[src/rtl/pipe_pkg.sv]
// Shared pipeline types for the MEM stage and its neighbours (MEM/WB register, forwarding).
package pipe_pkg;

  // Width of the datapath carried in the MEM/WB record; must match the stage's DW.
  localparam int unsigned DATA_W = 32;

  // Register x0 is hardwired to zero and never written.
  localparam logic [4:0] REG_ZERO = 5'd0;

  typedef enum logic [1:0] {
    StIdle,
    StReq,
    StWaitResp
  } mem_state_e;

  typedef struct packed {
    logic [DATA_W-1:0] result;
    logic [4:0]        writereg;
    logic              regwrite;
  } mem_wb_t;

  // Write enable is dropped for x0 and for any instruction that ended in an error.
  function automatic logic qual_regwrite(input logic regwrite, input logic [4:0] writereg,
                                         input logic err);
    return regwrite && (writereg != REG_ZERO) && !err;
  endfunction

endpackage

[src/rtl/mem_timeout_ctr.sv]
// Response timeout counter: cleared on entry to the wait state, counts while enabled and
// flags expiry on the last permitted wait cycle.
module mem_timeout_ctr #(
  parameter int unsigned TIMEOUT = 16
) (
  input  logic clk_i,
  input  logic rst_ni,
  input  logic clear_i,
  input  logic enable_i,
  output logic expire_o
);

  localparam int unsigned CW = (TIMEOUT > 1) ? $clog2(TIMEOUT) : 1;

  logic [CW-1:0] cnt_q, cnt_d;

  // Next count: clear wins over increment.
  always_comb begin
    cnt_d = cnt_q;
    if (clear_i) begin
      cnt_d = '0;
    end else if (enable_i) begin
      cnt_d = cnt_q + 1'b1;
    end
  end

  // Counter register.
  always_ff @(posedge clk_i or negedge rst_ni) begin
    if (!rst_ni) begin
      cnt_q <= '0;
    end else begin
      cnt_q <= cnt_d;
    end
  end

  assign expire_o = (cnt_q == CW'(TIMEOUT - 1));

endmodule

[src/rtl/mem_stage.sv]
// MEM pipeline stage: performs the data-memory access for EX/MEM and produces the
// registered MEM/WB values with a one-cycle valid pulse per retired instruction.
module mem_stage
  import pipe_pkg::*;
#(
  parameter int unsigned TIMEOUT = 16,
  parameter int unsigned DW      = 32
) (
  input  logic          clk,
  input  logic          reset,
  input  logic          in_valid,
  output logic          in_ready,
  input  logic [DW-1:0] aluout_in,
  input  logic [DW-1:0] writedata_in,
  input  logic [4:0]    writereg_in,
  input  logic          memread_in,
  input  logic          memwrite_in,
  input  logic          regwrite_in,
  output logic          dmem_req_valid,
  input  logic          dmem_req_ready,
  output logic          dmem_req_we,
  output logic [DW-1:0] dmem_addr,
  output logic [DW-1:0] dmem_wdata,
  input  logic          dmem_rvalid,
  input  logic [DW-1:0] dmem_rdata,
  output logic          wb_valid,
  output logic [DW-1:0] wb_result,
  output logic [4:0]    wb_writereg,
  output logic          wb_regwrite,
  output logic          misalign_err,
  output logic          bus_err
);

  mem_state_e    state_q, state_d;
  logic [DW-1:0] addr_q, addr_d;
  logic [DW-1:0] wdata_q, wdata_d;
  logic          we_q, we_d;
  logic [4:0]    wreg_q, wreg_d;
  logic          regwrite_q, regwrite_d;
  mem_wb_t       wb_q, wb_d;
  logic          wb_valid_q, wb_valid_d;
  logic          misalign_q, misalign_d;
  logic          bus_err_q, bus_err_d;

  logic ctr_clear, ctr_enable, ctr_expire;
  logic accept, is_memop, is_misaligned;

  assign in_ready      = (state_q == StIdle);
  assign accept        = in_valid && in_ready;
  assign is_memop      = memread_in || memwrite_in;
  assign is_misaligned = (aluout_in[1:0] != 2'b00);

  mem_timeout_ctr #(
    .TIMEOUT (TIMEOUT)
  ) u_timeout_ctr (
    .clk_i    (clk),
    .rst_ni   (reset),
    .clear_i  (ctr_clear),
    .enable_i (ctr_enable),
    .expire_o (ctr_expire)
  );

  // Next-state, request latching and MEM/WB result selection.
  always_comb begin
    state_d    = state_q;
    addr_d     = addr_q;
    wdata_d    = wdata_q;
    we_d       = we_q;
    wreg_d     = wreg_q;
    regwrite_d = regwrite_q;
    wb_d       = wb_q;
    wb_valid_d = 1'b0;
    misalign_d = 1'b0;
    bus_err_d  = 1'b0;
    ctr_clear  = 1'b0;
    ctr_enable = 1'b0;

    unique case (state_q)
      StIdle: begin
        if (accept) begin
          if (!is_memop) begin
            wb_valid_d  = 1'b1;
            wb_d.result   = aluout_in;
            wb_d.writereg = writereg_in;
            wb_d.regwrite = qual_regwrite(regwrite_in, writereg_in, 1'b0);
          end else if (is_misaligned) begin
            wb_valid_d    = 1'b1;
            misalign_d    = 1'b1;
            wb_d.result   = aluout_in;
            wb_d.writereg = writereg_in;
            wb_d.regwrite = 1'b0;
          end else begin
            addr_d     = aluout_in;
            wdata_d    = writedata_in;
            // Load wins if both read and write are set.
            we_d       = memwrite_in && !memread_in;
            wreg_d     = writereg_in;
            regwrite_d = regwrite_in;
            state_d    = StReq;
          end
        end
      end

      StReq: begin
        if (dmem_req_ready) begin
          if (we_q) begin
            state_d       = StIdle;
            wb_valid_d    = 1'b1;
            wb_d.result   = addr_q;
            wb_d.writereg = wreg_q;
            wb_d.regwrite = 1'b0;
          end else begin
            state_d   = StWaitResp;
            ctr_clear = 1'b1;
          end
        end
      end

      StWaitResp: begin
        // A response arriving on the expiry cycle still completes the load normally.
        if (dmem_rvalid) begin
          state_d       = StIdle;
          wb_valid_d    = 1'b1;
          wb_d.result   = dmem_rdata;
          wb_d.writereg = wreg_q;
          wb_d.regwrite = qual_regwrite(regwrite_q, wreg_q, 1'b0);
        end else if (ctr_expire) begin
          state_d       = StIdle;
          wb_valid_d    = 1'b1;
          bus_err_d     = 1'b1;
          wb_d.result   = addr_q;
          wb_d.writereg = wreg_q;
          wb_d.regwrite = 1'b0;
        end else begin
          ctr_enable = 1'b1;
        end
      end

      default: state_d = StIdle;
    endcase
  end

  // Stage state and MEM/WB registers.
  always_ff @(posedge clk or negedge reset) begin
    if (!reset) begin
      state_q    <= StIdle;
      addr_q     <= '0;
      wdata_q    <= '0;
      we_q       <= 1'b0;
      wreg_q     <= '0;
      regwrite_q <= 1'b0;
      wb_q       <= '0;
      wb_valid_q <= 1'b0;
      misalign_q <= 1'b0;
      bus_err_q  <= 1'b0;
    end else begin
      state_q    <= state_d;
      addr_q     <= addr_d;
      wdata_q    <= wdata_d;
      we_q       <= we_d;
      wreg_q     <= wreg_d;
      regwrite_q <= regwrite_d;
      wb_q       <= wb_d;
      wb_valid_q <= wb_valid_d;
      misalign_q <= misalign_d;
      bus_err_q  <= bus_err_d;
    end
  end

  assign dmem_req_valid = (state_q == StReq);
  assign dmem_req_we    = we_q;
  assign dmem_addr      = addr_q;
  assign dmem_wdata     = wdata_q;

  assign wb_valid     = wb_valid_q;
  assign wb_result    = wb_q.result;
  assign wb_writereg  = wb_q.writereg;
  assign wb_regwrite  = wb_q.regwrite && wb_valid_q;
  assign misalign_err = misalign_q;
  assign bus_err      = bus_err_q;

endmodule

[config.mk]
export PLATFORM = sky130hd
export DESIGN_NAME = mem_stage
export DESIGN_NICKNAME = d
export VERILOG_FILES = /design/src/rtl/pipe_pkg.sv /design/src/rtl/mem_timeout_ctr.sv /design/src/rtl/mem_stage.sv
export SDC_FILE = /design/constraint.sdc
export NUM_CORES = 1
export LEC_CHECK = 0
export CORE_ASPECT_RATIO = 0.7
export CORE_UTILIZATION = 45
export CTS_CLUSTER_SIZE = 10
export DETAILED_ROUTE_END_ITERATION = 8
export PLACE_DENSITY = 0.81
export SLEW_MARGIN = 5
export SYNTH_ARGS = -nofsm -noshare
export SYNTH_HDL_FRONTEND = slang
export SYNTH_SLANG_ARGS = --single-unit
[constraint.sdc]
create_clock -name clk -period 6.25 [get_ports clk]
set_input_delay 1.25 -clock clk [delete_from_list [all_inputs] [get_ports clk]]
set_output_delay 1.25 -clock clk [all_outputs]
set_load 0.005 [all_outputs]
==> out/results.ini, run 1 <==
[critical_path]
endpoint = wreg_q[2]$_DFFE_PN0P_
cp_max_fo = 28
reg2reg_slack_ns = 3.43
rr_endpoint = wb_writereg[0]$_DFFE_PN0P_
critPathLaunchType = primary input
end_kind = register
crit_required_ns = 6.53
worstSetupPathType = primary input to register
r2r_cells = 6
critPathLaunch = aluout_in[0]
cp.arrival_ns = 3.66
worstReg2RegStart = state_q[1]$_DFFE_PN0P_

[detailed_routing]
drt-initial-drc-count = 153
ant_nets = 0
totalWireLength_mm = 15.2
via_count = 4434
wl_per_cell_um = 18.2
routed_via_density = 5.32
drc = 0
dr.pass1.iters = 4

[yosys]
synthesis.area_um2 = 5780
synth_seq_cells = 118
ys_warn_count = 0
yosysSeqAreaShare_pct = 51.1
async_flop_share_pct = 100
synth_ff_type = dfrtp_1
synth_edf_count = 0
yosysUniqueCellTypes = 38
syn_area_per_cell_um2 = 11.9
synth_nets = 601
netlist_instances = 485

[power_and_ir_drop]
clkPwrFrac_pct = 20.3
ir_drop_uv = 264
power.internal_mw = 3.02
switching_share_pct = 31.5
power_density_nw_per_um2 = 532
p_switching_mw = 1.39
seqPwrFrac_pct = 31.5
power_frac_comb_pct = 48.2
p_total_mw = 4.40
p_leak_nw = 3.44

[finish]
n_fill_cell = 918
nets = 776
area_growth_pct = 43.2
layout-drive-gt1-share_pct = 22.6
diodes = 0
layout_commonest_cell = clkdlybuf4s50_1
multi_input_area_um2 = 2340
ff_latch_area_um2 = 2950
mostFrequentLayoutCells = clkdlybuf4s50_1 (215), dfrtp_1 (118), mux2_2 (87)

[timing]
setup_tns_ns = 0
relSlewSlack_pct = 20.7
final_hold_viol_count = 0
slew_viol_final = 0
fmax_ghz = 0.296
min_period_ns = 3.38
tightest_slew_ns = 1.19
rsz0062_at_grt = no
setup_violations = 0
fin_skew_ns = 0.00843
fin_crit_sh_pct = 54.0

[die]
fp.coreArea_um2 = 12500
ioPinCount = 217
fp.dieH_um = 96.8
die_area_um2 = 13300
dieWidth_um = 137
row_count = 34
start_util_pct = 46.3

[clock_tree]
cts_tree = done
post_cts_buffers = 0
worstSkewPairLatency_ns = 0.40
cts_buffers = 17
ctsResizeCount = 0
clock_tree.buffer_depth = 2
ctsHtreeMaxLevel = 4
clkSinkCount = 118
clk_pin_slew_worst_paths_ns = 0.05
hold_buffers = 0
cts-root-buf = clkbuf_16

[grt]
grt_max_degree = 78
grt_pass1_wl_mm = 24.0
antenna_found_initial = 0
grt.overflow.total = 0
grt_pass1_vias = 4483
track_usage_pct = 23.8

[flow_run]
cap_violations = 0

[placed_design]
place_congestion = 0.839
hpwl_mm = 10.2
io_buffer_count = 216

[run_status]
status = finished clean

[hold_path]
hold_class = register to register

cell usage after synthesis, types with 2 or more instances:
master	count	area share, %
mux2_4	20	5.2
and2_1	3	0.32
nor2b_1	3	0.32
or4_1	2	0.26
ha_1	7	1.5
nand2_1	37	2.4
inv_1	5	0.32
mux2_2	87	17
buf_6	7	1.4
buf_4	39	5.1
clkbuf_1	17	1.1
a31oi_1	34	3.7
dfrtp_1	118	51
nor3_1	2	0.17
buf_12	2	0.69
a21oi_1	4	0.35
a22o_1	5	0.76
nor2_1	38	2.5
o21ai_0	34	2.9
nand3_1	2	0.17
o2111ai_1	2	0.30
metrics by stage:
| step | std cells | utilization [%] | setup slack, ns | hold slack [ns] | area [µm²] |
|---|---|---|---|---|---|
| 6_report | 834 | 66.4 | 2.87 | 0.495 | 8270 |
| 5_1_grt | 834 | 66.4 | 2.72 | 0.512 | 8270 |
| 4_1_cts | 834 | 66.4 | 2.87 | 0.501 | 8270 |
| 3_5_place_dp | 803 | 62.0 | 2.45 | 0.490 | 7720 |
| 3_3_place_gp | 803 | 62.0 | 2.53 | 0.489 | 7720 |
| 2_1_floorplan | 485 | - | 3.68 | 0.473 | 5780 |
routing by layer:
| metal | share of wire (%) | GRT usage [%] |
|---|---|---|
| met1 | 43 | 30.7 |
| met5 | 0 | 0 |
| met3 | 9.8 | 9.54 |
| met4 | 0.82 | 7.19 |
| met2 | 46 | 36.7 |
sequential cells by signal (all words and copies together) (netlist names):
signal               flops
wb_valid                 1
wb_writereg              5
regwrite_q               1
dmem_wdata              32
dmem_req_we              1
bus_err                  1
wb_q                     1
dmem_addr               32
u_timeout_ctr.cnt_q      4
wreg_q                   5
misalign_err             1
wb_result               32
state_q                  2
power by group through the flow:
stage / clock, mW / combinational (mW) / sequential, mW
after floorplan: 0 / 1.33 / 1.34
after global placement: 0 / 2.08 / 1.37
after detailed placement: 0 / 2.12 / 1.39
after CTS: 0.912 / 2.14 / 1.39
after global routing: 0.956 / 2.30 / 1.43
final: 0.894 / 2.12 / 1.39
cell families (layout without fill, tap and decap cells):
kind of cell | count (synthesis) | count (layout) | share of synthesized area, %
DFF | 118 | 118 | 51.1
muxes | 108 | 108 | 22.3
and+or+nand+nor | 94 | 94 | 7.08
AOI/OAI and AO/OA | 85 | 85 | 9.10
buffers and inverters | 72 | 259 | 8.71
adders and majority gates | 7 | 7 | 1.52
xor gates and xnor gates | 1 | 1 | 0.152
final cells by class:
cell class | instances | area share [%]
clock buffers | 21 | 5.69
inverters | 5 | 0.227
well taps | 162 | 2.45
flip-flops and latches | 118 | 35.7
repair buffers | 223 | 26.7
multi-input cells | 295 | 28.2
clock inverters | 10 | 0.968
worst max-delay path: stages:
cell	delay (ns)
clkdlybuf4s50_1	0.45
nor2_1	0.29
o21ai_2	0.14
nor2_4	0.65
buf_4	0.46
mux2_2	0.38
worst min path at each step:
| stage | from | to | slack (ns) | depth (start not counted) |
|---|---|---|---|---|
| final | wb_q[0]$_DFFE_PN0P_ | wb_q[0]$_DFFE_PN0P_ | 0.49 | 1 |
| after global placement | wb_q[0]$_DFFE_PN0P_ | wb_q[0]$_DFFE_PN0P_ | 0.49 | 1 |
| after CTS | wb_q[0]$_DFFE_PN0P_ | wb_q[0]$_DFFE_PN0P_ | 0.50 | 1 |
| after floorplan | wb_q[0]$_DFFE_PN0P_ | wb_q[0]$_DFFE_PN0P_ | 0.47 | 1 |
| after detailed placement | wb_q[0]$_DFFE_PN0P_ | wb_q[0]$_DFFE_PN0P_ | 0.49 | 1 |
| after global routing | wb_writereg[4]$_DFFE_PN0P_ | wb_writereg[4]$_DFFE_PN0P_ | 0.51 | 1 |
Power figures use the tool's default switching activity.
==> inputs of run 2 (changes only) <==
CORE_UTILIZATION = 40   (was 45)
PLACE_DENSITY = 0.76   (was 0.81)
clock period = 3 ns   (was 6.25 ns; I/O delays follow)
==> run 2 against run 1 <==
Clock skew hardly changed. Highest routed layer unchanged. Combinational power is 110% higher. Core utilization decreased by 6.8 points. Count of clock-buffer cells in the layout fell by 1. Setup slack lost 2.3 ns. Largest power group unchanged. Critical endpoint is now dmem_req_valid. Global-route usage decreased by 2.5 points. Die area increased by 12%. Largest cell class unchanged. Total power increased by 110%.
==> out/results.ini, run 2 (same netlist as run 1, synthesis figures left out) <==
[run_status]
status = finished clean

[clock_tree]
clock_tree.buffer_depth = 2  ; unchanged
ctsHtreeMaxLevel = 4  ; unchanged
clkSinkCount = 118  ; unchanged
cts_tree = done
cts_buffers = 17  ; unchanged
cts-root-buf = clkbuf_16
post_cts_buffers = 0  ; unchanged
hold_buffers = 0  ; unchanged
clk_pin_slew_worst_paths_ns = 0.06  ; about the same
ctsResizeCount = 0  ; unchanged
worstSkewPairLatency_ns = 0.40  ; about the same

[die]
row_count = 36  ; +5.9%
fp.dieH_um = 103  ; +5.9%
fp.coreArea_um2 = 14000  ; +12%
die_area_um2 = 14900  ; +12%
dieWidth_um = 146  ; +6.0%
ioPinCount = 217  ; unchanged
start_util_pct = 41.2  ; -5.1 points

[critical_path]
critPathSlowestCell = clkdlybuf4s50_1
cp.arrival_ns = 1.82  ; -1.84 ns
crit_chain = inv_1 -> ha_1 -> clkdlybuf4s50_1
critPathLaunchType = register
end_kind = output pin
critPathLaunch = state_q[1]$_DFFE_PN0P_
crit_required_ns = 2.40  ; -4.13 ns
worstReg2RegStart = state_q[0]$_DFFE_PN0P_
worstSetupPathType = register to output pin
r2r_cells = 7  ; +1
cp_max_fo = 6  ; -79%
slowest_delay_ns = 0.55  ; -0.10 ns

[placed_design]
hpwl_mm = 10.8  ; +5.8%
place_congestion = 0.858  ; +2.3%
io_buffer_count = 216  ; unchanged

[grt]
grtUsageMet1_pct = 26.4  ; -4.3 points
antenna_found_initial = 0  ; unchanged
top_usage_layer = met2
grt.overflow.total = 0  ; unchanged
grt_max_degree = 119  ; +53%
track_usage_pct = 21.3  ; -2.5 points
grt_pass1_wl_mm = 24.5  ; +2.4%
gr-usage-met3_pct = 7.74  ; -1.8 points
grt_pass1_vias = 4683  ; +4.5%
use_met2_pct = 34.5  ; -2.2 points

[finish]
mostFrequentLayoutCells = clkdlybuf4s50_1 (215), dfrtp_1 (118), mux2_2 (87)
layout_commonest_cell = clkdlybuf4s50_1
area_growth_pct = 44.5
diodes = 0  ; unchanged
layout-drive-gt1-share_pct = 23.0  ; +0.38 points
n_fill_cell = 1095  ; +19%
nets = 780  ; +0.52%
finish.utilization_pct = 59.6  ; -6.8 points

[flow_run]
cap_violations = 0  ; unchanged

[detailed_routing]
dr.pass1.iters = 5  ; +1
routed_via_density = 5.16  ; -3.0%
ant_nets = 0  ; unchanged
totalWireLength_mm = 15.5  ; +2.1%
drc = 0  ; unchanged
via_count = 4457  ; +0.52%
drt-initial-drc-count = 166  ; +8.5%
wl_per_cell_um = 17.9  ; -1.5%

[timing]
setup_violations = 0  ; unchanged
min_period_ns = 2.42
tightest_slew_ns = 0.630  ; -0.559 ns
slew_viol_final = 0  ; unchanged
final_hold_viol_count = 0  ; unchanged
fin_skew_ns = 0.00816  ; -0.000269 ns
relSlewSlack_pct = 58.0  ; +37 points
setup_tns_ns = 0  ; unchanged
fmax_ghz = 0.414
hold_ws_ns = 0.302  ; -0.193 ns
fin_crit_sh_pct = 80.6
rsz0062_at_grt = no

[hold_path]
hold_class = primary input to asynchronous set/reset pin

[power_and_ir_drop]
power_density_nw_per_um2 = 1100  ; +110%
ir_drop_uv = 559  ; +110%
p_leak_nw = 3.46  ; +0.38%

==> run 2: final timing paths <==
check	end	slack [ns]
max reg2reg	wb_result[5]$_DFFE_PN0P_	0.74
min	wb_result[18]$_DFFE_PN0P_	0.30
max	dmem_req_valid	0.58
min in group clk	dmem_wdata[23]$_DFFE_PN0P_	0.51
min reg2reg	dmem_wdata[23]$_DFFE_PN0P_	0.51
max in group asynchronous	dmem_wdata[15]$_DFFE_PN0P_	2.23
==> run 2: worst max-delay path, delay by kind of cell (launching register included) <==
| kind | cells | cell delay (ns) |
|---|---|---|
| flops | 1 | 0.42 |
| buf+inv | 2 | 0.68 |
| fa+ha+maj | 1 | 0.31 |
==> run 2: per-layer routing <==
layer / wire [µm] / share of wire, %
met1: 6560 / 42
met2: 7260 / 47
met3: 1420 / 9.2
met4: 246 / 1.6
met5: 0 / 0
==> run 2: per-stage QoR <==
step	power [mW]	cell area (µm²)	setup WS [ns]	cells
3_5_place_dp	7.42	7830	0.394	835
3_3_place_gp	7.25	7830	0.389	835
4_1_cts	9.27	8350	0.566	864
6_report	9.16	8350	0.582	864
2_1_floorplan	5.58	5780	1.00	485
5_1_grt	9.75	8350	0.496	864
==> run 2: power by group <==
part           total, mW  switching (mW)  internal (mW)  leakage, nW
sequential          2.88           0.501           2.38         1.44
clock               1.79           0.693           1.10        0.255
combinational       4.49            1.71           2.79         1.76
==> run 2: cell type report <==
cell class	count	area [µm²]	area share [%]
timing repair buffer	227	2280	27.3
sequential	118	2950	35.4
tap	190	238	2.85
clock inverter	9	56.3	0.674
multi-input combinational	295	2340	28.0
clock buffer	20	467	5.59
inverter	5	18.8	0.225
